**src/rtl/traffic_pkg.sv**
```systemverilog
// Shared types and constants for the intersection phase scheduler and its
// sibling lamp controller.
package traffic_pkg;

    typedef enum logic [1:0] {
        ALLRED = 2'd0,
        GREEN  = 2'd1,
        YELLOW = 2'd2
    } phase_e;

    // Per-approach lamp colour as a {green, yellow, red} one-hot triple.
    localparam logic [2:0] LAMP_RED    = 3'b001;
    localparam logic [2:0] LAMP_YELLOW = 3'b010;
    localparam logic [2:0] LAMP_GREEN  = 3'b100;

    function automatic int max_int(input int a, input int b);
        return (a > b) ? a : b;
    endfunction

endpackage

```
**src/rtl/traffic_rr_picker.sv**
```systemverilog
// Round-robin picker: first pending approach found searching upward from the
// one after last_grant, wrapping around.
module traffic_rr_picker #(
    parameter int NUM_APPROACH = 4,
    localparam int IDW = $clog2(NUM_APPROACH)
) (
    input  logic [NUM_APPROACH-1:0] pending,
    input  logic [IDW-1:0]          last_grant,
    output logic                    valid,
    output logic [IDW-1:0]          grant_idx
);

    logic [IDW-1:0]          cand [NUM_APPROACH];
    logic [NUM_APPROACH-1:0] hit;

    // cand[gi] is the approach (gi+1) positions after last_grant, modulo N.
    for (genvar gi = 0; gi < NUM_APPROACH; gi++) begin : g_cand
        logic [IDW:0] sum;
        assign sum      = {1'b0, last_grant} + (IDW+1)'(gi + 1);
        assign cand[gi] = (sum >= (IDW+1)'(NUM_APPROACH))
                        ? IDW'(sum - (IDW+1)'(NUM_APPROACH))
                        : IDW'(sum);
        assign hit[gi]  = pending[cand[gi]];
    end

    always_comb begin
        valid     = |hit;
        grant_idx = '0;
        for (int i = NUM_APPROACH - 1; i >= 0; i--) begin
            if (hit[i]) begin
                grant_idx = cand[i];
            end
        end
    end

endmodule

```
**src/rtl/traffic_phase_scheduler.sv**
```systemverilog
// Round-robin GREEN -> YELLOW -> ALLRED phase scheduler for an N-approach
// intersection, with min-green, clearance timing and an all-red override.
module traffic_phase_scheduler
    import traffic_pkg::*;
#(
    parameter int NUM_APPROACH = 4,
    parameter int MIN_GREEN    = 10,
    parameter int MAX_GREEN    = 30,
    parameter int YELLOW_TIME  = 3,
    parameter int ALLRED_TIME  = 2
) (
    input  logic                            clk,
    input  logic                            rstb,
    input  logic [NUM_APPROACH-1:0]         req,
    input  logic                            force_allred,
    output logic [NUM_APPROACH-1:0]         green,
    output logic [NUM_APPROACH-1:0]         yellow,
    output logic [NUM_APPROACH-1:0]         red,
    output logic [$clog2(NUM_APPROACH)-1:0] phase_id,
    output logic                            busy
);

    localparam int IDW = $clog2(NUM_APPROACH);
    localparam int CW  = $clog2(max_int(max_int(MAX_GREEN, YELLOW_TIME), ALLRED_TIME) + 1);

    localparam logic [CW-1:0]  MIN_LIM    = CW'(MIN_GREEN - 1);
    localparam logic [CW-1:0]  GREEN_LIM  = CW'(MAX_GREEN - 1);
    localparam logic [CW-1:0]  YELLOW_LIM = CW'(YELLOW_TIME - 1);
    localparam logic [CW-1:0]  ALLRED_LIM = CW'(ALLRED_TIME - 1);
    localparam logic [IDW-1:0] LAST_IDX   = IDW'(NUM_APPROACH - 1);

    phase_e                  state_reg;
    logic [CW-1:0]           cnt_reg;
    logic [CW-1:0]           cnt_limit;
    logic [CW-1:0]           cnt_step;
    logic [NUM_APPROACH-1:0] pending_reg;
    logic [NUM_APPROACH-1:0] latch_mask;
    logic [IDW-1:0]          last_grant_reg;
    logic [IDW-1:0]          phase_id_reg;
    logic [NUM_APPROACH-1:0] green_reg;
    logic [NUM_APPROACH-1:0] yellow_reg;
    logic [NUM_APPROACH-1:0] red_reg;
    logic                    busy_reg;

    logic                    pick_valid;
    logic [IDW-1:0]          pick_idx;
    logic [NUM_APPROACH-1:0] pick_onehot;
    logic                    grant_now;
    logic                    rival;

    traffic_rr_picker #(
        .NUM_APPROACH (NUM_APPROACH)
    ) u_picker (
        .pending    (pending_reg),
        .last_grant (last_grant_reg),
        .valid      (pick_valid),
        .grant_idx  (pick_idx)
    );

    assign pick_onehot = {{(NUM_APPROACH-1){1'b0}}, 1'b1} << pick_idx;
    assign grant_now   = (state_reg == ALLRED) && (cnt_reg >= ALLRED_LIM)
                       && !force_allred && pick_valid;
    assign rival       = |(pending_reg & ~green_reg);

    always_comb begin
        case (state_reg)
            GREEN:   cnt_limit = GREEN_LIM;
            YELLOW:  cnt_limit = YELLOW_LIM;
            default: cnt_limit = ALLRED_LIM;
        endcase
        cnt_step = (cnt_reg >= cnt_limit) ? cnt_reg : cnt_reg + CW'(1);
    end

    // The approach being served does not re-latch its own request.
    always_comb begin
        latch_mask = '0;
        if (state_reg == GREEN) begin
            latch_mask = green_reg;
        end else if (grant_now) begin
            latch_mask = pick_onehot;
        end
    end

    always_ff @(posedge clk) begin
        if (rstb) begin
            state_reg      <= ALLRED;
            cnt_reg        <= '0;
            pending_reg    <= '0;
            last_grant_reg <= LAST_IDX;
            phase_id_reg   <= '0;
            green_reg      <= '0;
            yellow_reg     <= '0;
            red_reg        <= '1;
            busy_reg       <= 1'b0;
        end else begin
            pending_reg <= (pending_reg | req) & ~latch_mask;
            case (state_reg)
                ALLRED: begin
                    if (grant_now) begin
                        state_reg      <= GREEN;
                        cnt_reg        <= '0;
                        last_grant_reg <= pick_idx;
                        phase_id_reg   <= pick_idx;
                        green_reg      <= pick_onehot;
                        red_reg        <= ~pick_onehot;
                        busy_reg       <= 1'b1;
                    end else begin
                        cnt_reg <= cnt_step;
                    end
                end
                GREEN: begin
                    if (force_allred || ((cnt_reg >= MIN_LIM) && rival)) begin
                        state_reg  <= YELLOW;
                        cnt_reg    <= '0;
                        green_reg  <= '0;
                        yellow_reg <= green_reg;
                    end else begin
                        cnt_reg <= cnt_step;
                    end
                end
                YELLOW: begin
                    if (cnt_reg >= YELLOW_LIM) begin
                        state_reg  <= ALLRED;
                        cnt_reg    <= '0;
                        yellow_reg <= '0;
                        red_reg    <= '1;
                        busy_reg   <= 1'b0;
                    end else begin
                        cnt_reg <= cnt_step;
                    end
                end
                default: begin
                    state_reg  <= ALLRED;
                    cnt_reg    <= '0;
                    green_reg  <= '0;
                    yellow_reg <= '0;
                    red_reg    <= '1;
                    busy_reg   <= 1'b0;
                end
            endcase
        end
    end

    assign green    = green_reg;
    assign yellow   = yellow_reg;
    assign red      = red_reg;
    assign phase_id = phase_id_reg;
    assign busy     = busy_reg;

    // Safety invariants: at most one approach lit non-red, one colour per lamp.
    always_ff @(posedge clk) begin
        if (!rstb) begin
            assert ($onehot0(green_reg | yellow_reg) && ((green_reg & yellow_reg) == '0));
        end
    end

    for (genvar gi = 0; gi < NUM_APPROACH; gi++) begin : g_lamp_chk
        always_ff @(posedge clk) begin
            if (!rstb) begin
                assert ({green_reg[gi], yellow_reg[gi], red_reg[gi]}
                        inside {LAMP_RED, LAMP_YELLOW, LAMP_GREEN});
            end
        end
    end

endmodule

```
**config.mk**
```make
export PLATFORM = sky130hd
export DESIGN_NAME = traffic_phase_scheduler
export DESIGN_NICKNAME = d
export VERILOG_FILES = /design/src/rtl/traffic_pkg.sv /design/src/rtl/traffic_rr_picker.sv /design/src/rtl/traffic_phase_scheduler.sv
export SDC_FILE = /design/constraint.sdc
export NUM_CORES = 1
export LEC_CHECK = 0
export BUFFER_PORTS_ARGS = -buffer_cell sky130_fd_sc_hd__buf_2
export CORE_ASPECT_RATIO = 0.8
export CORE_MARGIN = 10
export CORE_UTILIZATION = 55
export DETAILED_ROUTE_END_ITERATION = 12
export HOLD_SLACK_MARGIN = 0.15
export PLACE_DENSITY = 0.84
export SYNTH_ARGS = -nofsm -noshare
export SYNTH_HDL_FRONTEND = slang
export SYNTH_HIERARCHICAL = 1
export SYNTH_SLANG_ARGS = --single-unit
```
**constraint.sdc**
```tcl
create_clock -name clk -period 3.6 [get_ports clk]
set_clock_uncertainty 0.1 [all_clocks]
set_input_delay 0.36 -clock clk [delete_from_list [all_inputs] [get_ports clk]]
set_output_delay 0.36 -clock clk [all_outputs]
set_load 0.01 [all_outputs]
```
==> impl_metrics.ini, run 1 <==
[setup_path]
start_kind = flip-flop
r2r_end = pending_reg[2]
path_cells = inv_1 > ha_1 > or4_4 > o311ai_4 > or2_1 > nor2_2 > a2111oi_4
cp.buffers_inverters = 1
slowest_stage = or4_4
r2r_cells = 7
crit_fanout = 7
r2r-start = cnt_reg[1]
crit_path_end_kind = flip-flop
r2r_setup_slack_ns = 1.08
crit_family = simple AND/OR/NAND/NOR gates
cp_data_required_time_ns = 3.75
cp_slowest_stage_delay_ns = 0.51
crit_arrival_ns = 2.67
path_class = flip-flop to flip-flop

[die]
num_rows = 16
start_util = 0.588
die-area_sq_um = 5160
core_sq_um = 2500
io_pins = 22
die_w_um = 77.9
die_h_um = 66.3

[yosys]
synth-seq-cells = 28
synth.area.top_cells = dfxtp_1 (38%), ha_1 (6.8%), nor2_1 (5.1%)
synth_top_area_frac = 0.381
synth_cell_types = 45
syn_nets = 174
yosys.area.top_type = dfxtp_1
synth_edf_count = 0
yosys_most_used_dff = dfxtp_1
seq_area_frac_synth = 0.381
synth_warnings = 6
netlist_instances = 159
syn_area_sq_um = 1470
synth.avg_cell_area_sq_um = 9.26
async_reset_ff_frac = 0

[worst_hold_path]
min_delay_path_depth = 3
hold_end = pending_reg[0]
worstHoldStart = req[0]
min_path_type = input pin to flip-flop

[layout]
largest_register_ffs = 5
fin_cells = 217
area.growth.synth_to_final_pct = 13.0
nets = 197
layout_common_cells = dfxtp_1 (28), buf_2 (21), nor2_1 (20)
final.fill_count = 199
n_antenna_cell = 0
drive_above_1_share = 0.238
final_common_cell = dfxtp_1

[detailed_routing]
antenna_left = 0
drc_errors = 0
via_per_inst = 5.89
drt_first_pass_iters = 4
first_iter_violations = 97
wire_per_inst_um = 15.7
wl_um = 3420
vias = 1279

[sta]
tightest_slew_ns = 0.634
slew_headroom = 0.574
fmax_ghz = 0.397
rsz0062_at_grt = false
finalHoldViolations = 0
timing.final.crit_period_ns = 2.52
post-route-period-util = 0.700
fin_tns_setup_ns = 0
setup_viol = 0
final_max_slew_viol_count = 0

[clocking]
post_cts.resized_instances = 0
htreeDepth = 1
cts_tree = done
postCtsSetupBuffers = 0
clk_latency_ns = 0.33
cts.path.max_buffers = 2
cts_hold_buf = 0
cts_made_buffers = 3
cts_sinks = 28
clk_transition_reported_paths_ns = 0.14
root_buffer = clkbuf_4

[outcome]
status = finished clean

[global_route]
grt_pass1_vias = 1193
grt_max_degree = 17
grt_use_total = 0.135
grt_pass1_wl_um = 5770
antenna_found_initial = 0
grt_overflow = 0

[power_and_ir_drop]
p_per_area_nw_per_um2 = 750
ir_drop_mv = 0.422
p_leak_nw = 0.678

[placed_design]
place.gp.congestion = 0.872
hpwl_um = 2620
dpl.cell_count = 213
io_buffers = 21

[run]
drv_cap = 0
-- power by group --
part	leakage, nW	switching (W)	internal (W)
Clock	0.0279	0.0000921	0.000113
Sequential	0.229	0.0000748	0.000375
Combinational	0.421	0.000338	0.000255
-- cell type report --
class                      count  area, sq um  area share
clock buffer                   3         22.5      0.0135
tap                           36         45.0      0.0271
sequential                    28          561       0.337
timing repair buffer          22          113      0.0677
multi-input combinational    114          845       0.508
clock inverter                 1         30.0      0.0180
inverter                      13         48.8      0.0293
-- routing by layer --
metal	track usage	wire length [um]	vias to the layer above	part of all wire
li1	-	-	621	-
met1	0.172	1570	592	0.46
met2	0.206	1480	60	0.43
met3	0.0530	328	6	0.096
met4	0.0386	36	0	0.011
met5	0	0	-	0
-- worst max-delay path by stage --
| stage | from | to | cells past startpoint |
|---|---|---|---|
| 2_1_floorplan | state_reg[0] | cnt_reg[3] | 8 |
| 3_3_place_gp | cnt_reg[1] | pending_reg[2] | 7 |
| 3_5_place_dp | cnt_reg[1] | pending_reg[2] | 7 |
| 4_1_cts | cnt_reg[1] | pending_reg[2] | 7 |
| 5_1_grt | cnt_reg[1] | pending_reg[2] | 7 |
| 6_report | cnt_reg[1] | pending_reg[2] | 7 |
-- cell families after synthesis --
logic type / Yosys count / share of synthesized area
AND/OR/NAND/NOR: 62 / 0.235
AO/OA/AOI/OAI: 39 / 0.239
flip-flops: 28 / 0.381
buffers and inverters: 17 / 0.0459
adder cells (fa/ha/maj): 8 / 0.0680
XOR/XNOR: 3 / 0.0178
multiplexers: 2 / 0.0144
-- through the flow --
step | hold WS, ns | total power (W) | setup slack (ns) | area (sq um) | utilization
floorplan | 0.324 | 0.000896 | 1.12 | 1470 | -
global placement | 0.360 | 0.00101 | 1.26 | 1610 | 0.644
detailed placement | 0.349 | 0.00104 | 1.15 | 1610 | 0.644
CTS | 0.228 | 0.00124 | 1.11 | 1660 | 0.665
global route | 0.231 | 0.00134 | 0.969 | 1660 | 0.665
finish | 0.225 | 0.00125 | 1.08 | 1660 | 0.665
-- Yosys cell counts (all sizes together), types with 2 or more instances --
library cell,number
a2111oi,3
a211oi,2
a21oi,8
a31oi,3
and3,2
clkbuf,3
dfxtp,28
ha,8
inv,13
nand2,8
nand2b,11
nor2,21
nor2b,3
nor3,7
o21ai,5
o22ai,2
o2bb2ai,3
o32ai,5
or2,2
or4,3
xnor2,3
-- worst reg2reg max path: stages (launching register included) --
cell,delay [ns]
dfxtp_1,0.48
inv_1,0.10
ha_1,0.19
or4_4,0.51
o311ai_4,0.35
or2_1,0.31
nor2_2,0.10
a2111oi_4,0.30
No activity file was read; power rests on OpenSTA's default activity.
==> run 2, diff against run 1 <==
- clock period: 3.6 -> 2.32 ns (I/O delays scaled with it)
==> impl_metrics.ini, run 2 (same netlist as run 1, synthesis figures left out) <==
[outcome]
status = finished clean

[die]
start_util = 0.588
die_h_um = 66.3
die_w_um = 77.9
die-area_sq_um = 5160
io_pins = 22
core_sq_um = 2500
num_rows = 16

[setup_path]
crit_path_end_kind = flip-flop
path_depth = 7
path_cells = nand2b_4 > ha_1 > nand2b_1 > a2111o_1 > a31o_4 > or3_4 > a21oi_2
cp_data_required_time_ns = 2.49
crit_fanout = 4
crit_family = compound AO/OA/AOI/OAI gates
cp.buffers_inverters = 0
path_class = flip-flop to flip-flop
r2r_cells = 7
start_kind = flip-flop
slowest_stage = a2111o_1
cp_slowest_stage_delay_ns = 0.44
crit_arrival_ns = 2.45

[power_and_ir_drop]
total_power_w = 0.00215
ir_drop_mv = 0.548
p_leak_nw = 0.755
p_per_area_nw_per_um2 = 1180

[sta]
fmax_ghz = 0.439
slew_headroom = 0.634
finalHoldViolations = 0
whs_ns = 0.163
tightest_slew_ns = 0.544
timing.final.crit_period_ns = 2.28
worst_slack_ns = 0.0446
final_max_slew_viol_count = 0
post-route-period-util = 0.981
setup_viol = 0

[detailed_routing]
wl_um = 3700
drt_first_pass_iters = 4
antenna_left = 0
vias = 1358
drc_errors = 0
via_per_inst = 5.93
wire_per_inst_um = 16.2
first_iter_violations = 163

[global_route]
antenna_found_initial = 0
grt_overflow = 0
grt_use_total = 0.135
grt_pass1_vias = 1198
grt_max_degree = 17
grt_pass1_wl_um = 5840

[clocking]
clk_transition_reported_paths_ns = 0.15
clk_latency_ns = 0.32
cts_sinks = 28
cts_made_buffers = 3
cts_tree = done
cts.path.max_buffers = 2
htreeDepth = 1
root_buffer = clkbuf_4

[layout]
multi_input_area_sq_um = 900
area.growth.synth_to_final_pct = 24.0
final.fill_count = 168
nets = 209
n_antenna_cell = 0
final_common_cell = dfxtp_1
largest_register_ffs = 5
fin_cells = 229
layout_common_cells = dfxtp_1 (24), buf_2 (21), nor2_1 (20)
final-seq-area_sq_um = 571
drive_above_1_share = 0.332

[placed_design]
io_buffers = 21
hpwl_um = 2690
dpl_worst_slack_ns = -0.0272
place.gp.congestion = 0.941
dpl.cell_count = 219

[worst_hold_path]
min_path_type = input pin to flip-flop
min_delay_path_depth = 3

[run]
drv_cap = 0
## run 2: changes by cell type in the layout (fill, tap and decap cells not counted), sizes merged
cell,delta
buf,+9
dlygate4sd3,+3
## run 2: layout make-up
| cell class | count | share of cell area |
|---|---|---|
| tap | 36 | 0.0247 |
| multi-input combinational | 114 | 0.492 |
| inverter | 13 | 0.0267 |
| sequential | 28 | 0.312 |
| clock inverter | 1 | 0.0164 |
| clock buffer | 3 | 0.0123 |
| timing repair buffer | 34 | 0.115 |
## run 2: stage by stage
stage           util  setup TNS [ns]  cell area (sq um)
2_1_floorplan      -               0               1470
3_3_place_gp   0.662               0               1660
3_5_place_dp   0.662         -0.0272               1660
4_1_cts        0.700               0               1750
5_1_grt        0.730         -0.0903               1830
6_report       0.730               0               1830
## run 2: what timing repair did
action / 4_1_cts / 5_1_grt
setup endpoints to repair: 1 / 11
pin swaps: 1 / 8
setup buffers: 1 / 2
endpoints found under the hold margin: 3 / 0
hold buffers: 3 / 0
resized for setup: 3 / 12
## run 2: worst reg2reg max path, delay by kind of cell, from the launching register on
kind	cells	cell delay, ns
compound gates	3	0.81
flops	1	0.36
fa+ha+maj	1	0.30
simple gates	3	0.66
## run 2: path summary, 6_finish.rpt
kind	from	endpoint	slack, ns
max	state_reg[0]	cnt_reg[3]	0.04
min	req[2]	pending_reg[2]	0.16
max reg2reg	state_reg[0]	cnt_reg[3]	0.04
min reg2reg	phase_id[1]	phase_id[1]	0.38
## run 2: per-layer routing
metal	track usage	routed length (um)
met2	0.199	1620
met1	0.188	1600
met5	0	0
met3	0.0503	445
met4	0.00682	34
## run 2: power by group
part / leakage, nW / internal [W] / switching, W / total, W
Combinational: 0.496 / 0.000520 / 0.000620 / 0.00114
Sequential: 0.231 / 0.000592 / 0.000106 / 0.000698
Clock: 0.0279 / 0.000175 / 0.000140 / 0.000315
Total: 0.755 / 0.00129 / 0.000866 / 0.00215
==> run 3, diff against run 2 <==
- RECOVER_POWER: unset -> 25
- SYNTH_HIERARCHICAL: 1 -> unset
==> impl_metrics.ini, run 3 <==
[placed_design]
place_area_sq_um = 1600
io_buffers = 21
place.gp.congestion = 0.905
hpwl_um = 2790
dpl_worst_slack_ns = 0.101

[die]
start_util = 0.586
io_pins = 22
die_h_um = 66.0
die-area_sq_um = 5110
num_rows = 16
core_sq_um = 2480
die_w_um = 77.5

[yosys]
async_reset_ff_frac = 0
syn_nets = 177
synth_top_area_frac = 0.386
syn_area_sq_um = 1450
synth_edf_count = 0
seq_area_frac_synth = 0.386
yosys.area.top_type = dfxtp_1
synthTopCellsByCount = dfxtp_1 (28), nor2_1 (21), inv_1 (11)
synth.avg_cell_area_sq_um = 8.97
netlist_instances = 162
synth_cell_types = 43
yosysMostFrequentCell = dfxtp_1
synth.area.top_cells = dfxtp_1 (39%), ha_1 (6.9%), nor2_1 (5.4%)
synth-seq-cells = 28
synth_warnings = 0
yosys_most_used_dff = dfxtp_1

[layout]
area.growth.synth_to_final_pct = 13.4
final.fill_count = 223
final_cell_area_sq_um = 1650
layout_common_cells = dfxtp_1 (26), nor2_1 (21), buf_2 (12)
final_common_cell = dfxtp_1
multi_input_area_sq_um = 840
nets = 202
drive_above_1_share = 0.167
n_antenna_cell = 0
final-seq-area_sq_um = 566
largest_register_ffs = 5

[power_and_ir_drop]
p_leak_nw = 0.652
p_per_area_nw_per_um2 = 912
ir_drop_mv = 0.484

[setup_path]
crit_family = simple AND/OR/NAND/NOR gates
start_kind = flip-flop
r2r-start = cnt_reg[1]
crit_path_end_kind = flip-flop
r2r_end = yellow[0]
crit_fanout = 8
path_class = flip-flop to flip-flop
r2r_cells = 7
crit_arrival_ns = 2.36
slowest_stage = or4_1
cp_slowest_stage_delay_ns = 0.42
cp_data_required_time_ns = 2.47
cp.buffers_inverters = 1
path_cells = inv_1 > ha_1 > or4_1 > a21oi_1 > o211ai_1 > and3_2 > o32ai_1
r2r_setup_slack_ns = 0.11

[detailed_routing]
first_iter_violations = 141
drt_first_pass_iters = 4
vias = 1310
wl_um = 3550
via_per_inst = 5.90
wire_per_inst_um = 16.0
drc_errors = 0
antenna_left = 0

[worst_hold_path]
hold_end = pending_reg[2]
min_delay_path_depth = 3
min_path_type = input pin to flip-flop
worstHoldStart = req[2]

[global_route]
grt_max_degree = 16
grt_pass1_wl_um = 5950
grt_pass1_vias = 1255
grt_overflow = 0
antenna_found_initial = 0
grt_use_total = 0.140

[clocking]
cts.path.max_buffers = 2
cts_tree = done
clk_latency_ns = 0.33
root_buffer = clkbuf_4
cts_sinks = 28
cts_made_buffers = 3
clk_transition_reported_paths_ns = 0.14
htreeDepth = 1
postCtsSetupBuffers = 0

[sta]
fmax_ghz = 0.453
post-route-period-util = 0.952
slew_headroom = 0.664
worst_slack_ns = 0.111
fin_tns_setup_ns = 0
final_max_slew_viol_count = 0
timing.final.crit_period_ns = 2.21
rsz0062_at_grt = true
tightest_slew_ns = 0.492
finalHoldViolations = 0
setup_viol = 0

[run]
drv_cap = 0

[outcome]
status = finished clean
run 3: cell count changes in the layout (fill, tap and decap cells not counted), moves of 5 or more:
cell,previous run,this run
buf_2,21,12
buf_4,10,1
clkbuf_1,0,9
o21ai_1,0,6
nand2b_1,10,5
run 3: area by class of cell:
type	instances	area share
repair buffers	24	0.0736
clock buffers	4	0.0220
well taps	36	0.0273
inverters	11	0.0250
flip-flops and latches	28	0.343
multi-input cells	119	0.509
run 3: layer usage:
metal	GRT usage	vias to the layer above	routed length, um
li1	-	638	-
met1	0.169	610	1560
met4	0.0477	0	57
met2	0.233	54	1680
met3	0.0408	8	258
met5	0	-	0
run 3: worst max path at each step:
stage,start,endpoint,cells past startpoint
after global routing,cnt_reg[0],yellow[3],6
after CTS,cnt_reg[1],yellow[0],7
final,cnt_reg[1],yellow[0],7
after global placement,cnt_reg[1],yellow[1],7
after floorplan,state_reg[0],cnt_reg[1],9
after detailed placement,cnt_reg[1],yellow[0],7
run 3: worst reg2reg max path, cell delays in order, from the launching register on:
cell and delay, ns:
dfxtp_4 0.41, inv_1 0.06, ha_1 0.19, or4_1 0.42, a21oi_1 0.24, o211ai_1 0.20
and3_2 0.29, o32ai_1 0.22
run 3: per-stage QoR:
stage	instances	hold WS, ns	power [W]	utilization
2_1_floorplan	162	0.196	0.00110	-
3_3_place_gp	216	0.345	0.00123	0.644
3_5_place_dp	216	0.358	0.00127	0.644
4_1_cts	222	0.150	0.00150	0.666
5_1_grt	222	0.151	0.00161	0.664
6_report	222	0.156	0.00150	0.664
run 3: cells by family after synthesis:
group,share of synthesized area
AO/OA/AOI/OAI,0.269
buffers and inverters,0.0396
flip-flops,0.386
adder cells (fa/ha/maj),0.0688
multiplexers,0.00688
AND/OR/NAND/NOR,0.212
XOR/XNOR,0.0181
run 3: repair_timing:
item / 4_1_cts / 5_1_grt
endpoints found under the setup margin: 0 / 9
gates resized for setup: 0 / 4
hold endpoints to repair: 2 / 0
hold buffers: 2 / 0
run 3: power by group:
part,total [W],switching [W],internal (W),leakage [nW]
Sequential,0.000645,0.0000899,0.000555,0.230
Combinational,0.000622,0.000360,0.000262,0.401
Clock,0.000236,0.000140,0.0000961,0.0210
Total,0.00150,0.000590,0.000913,0.652
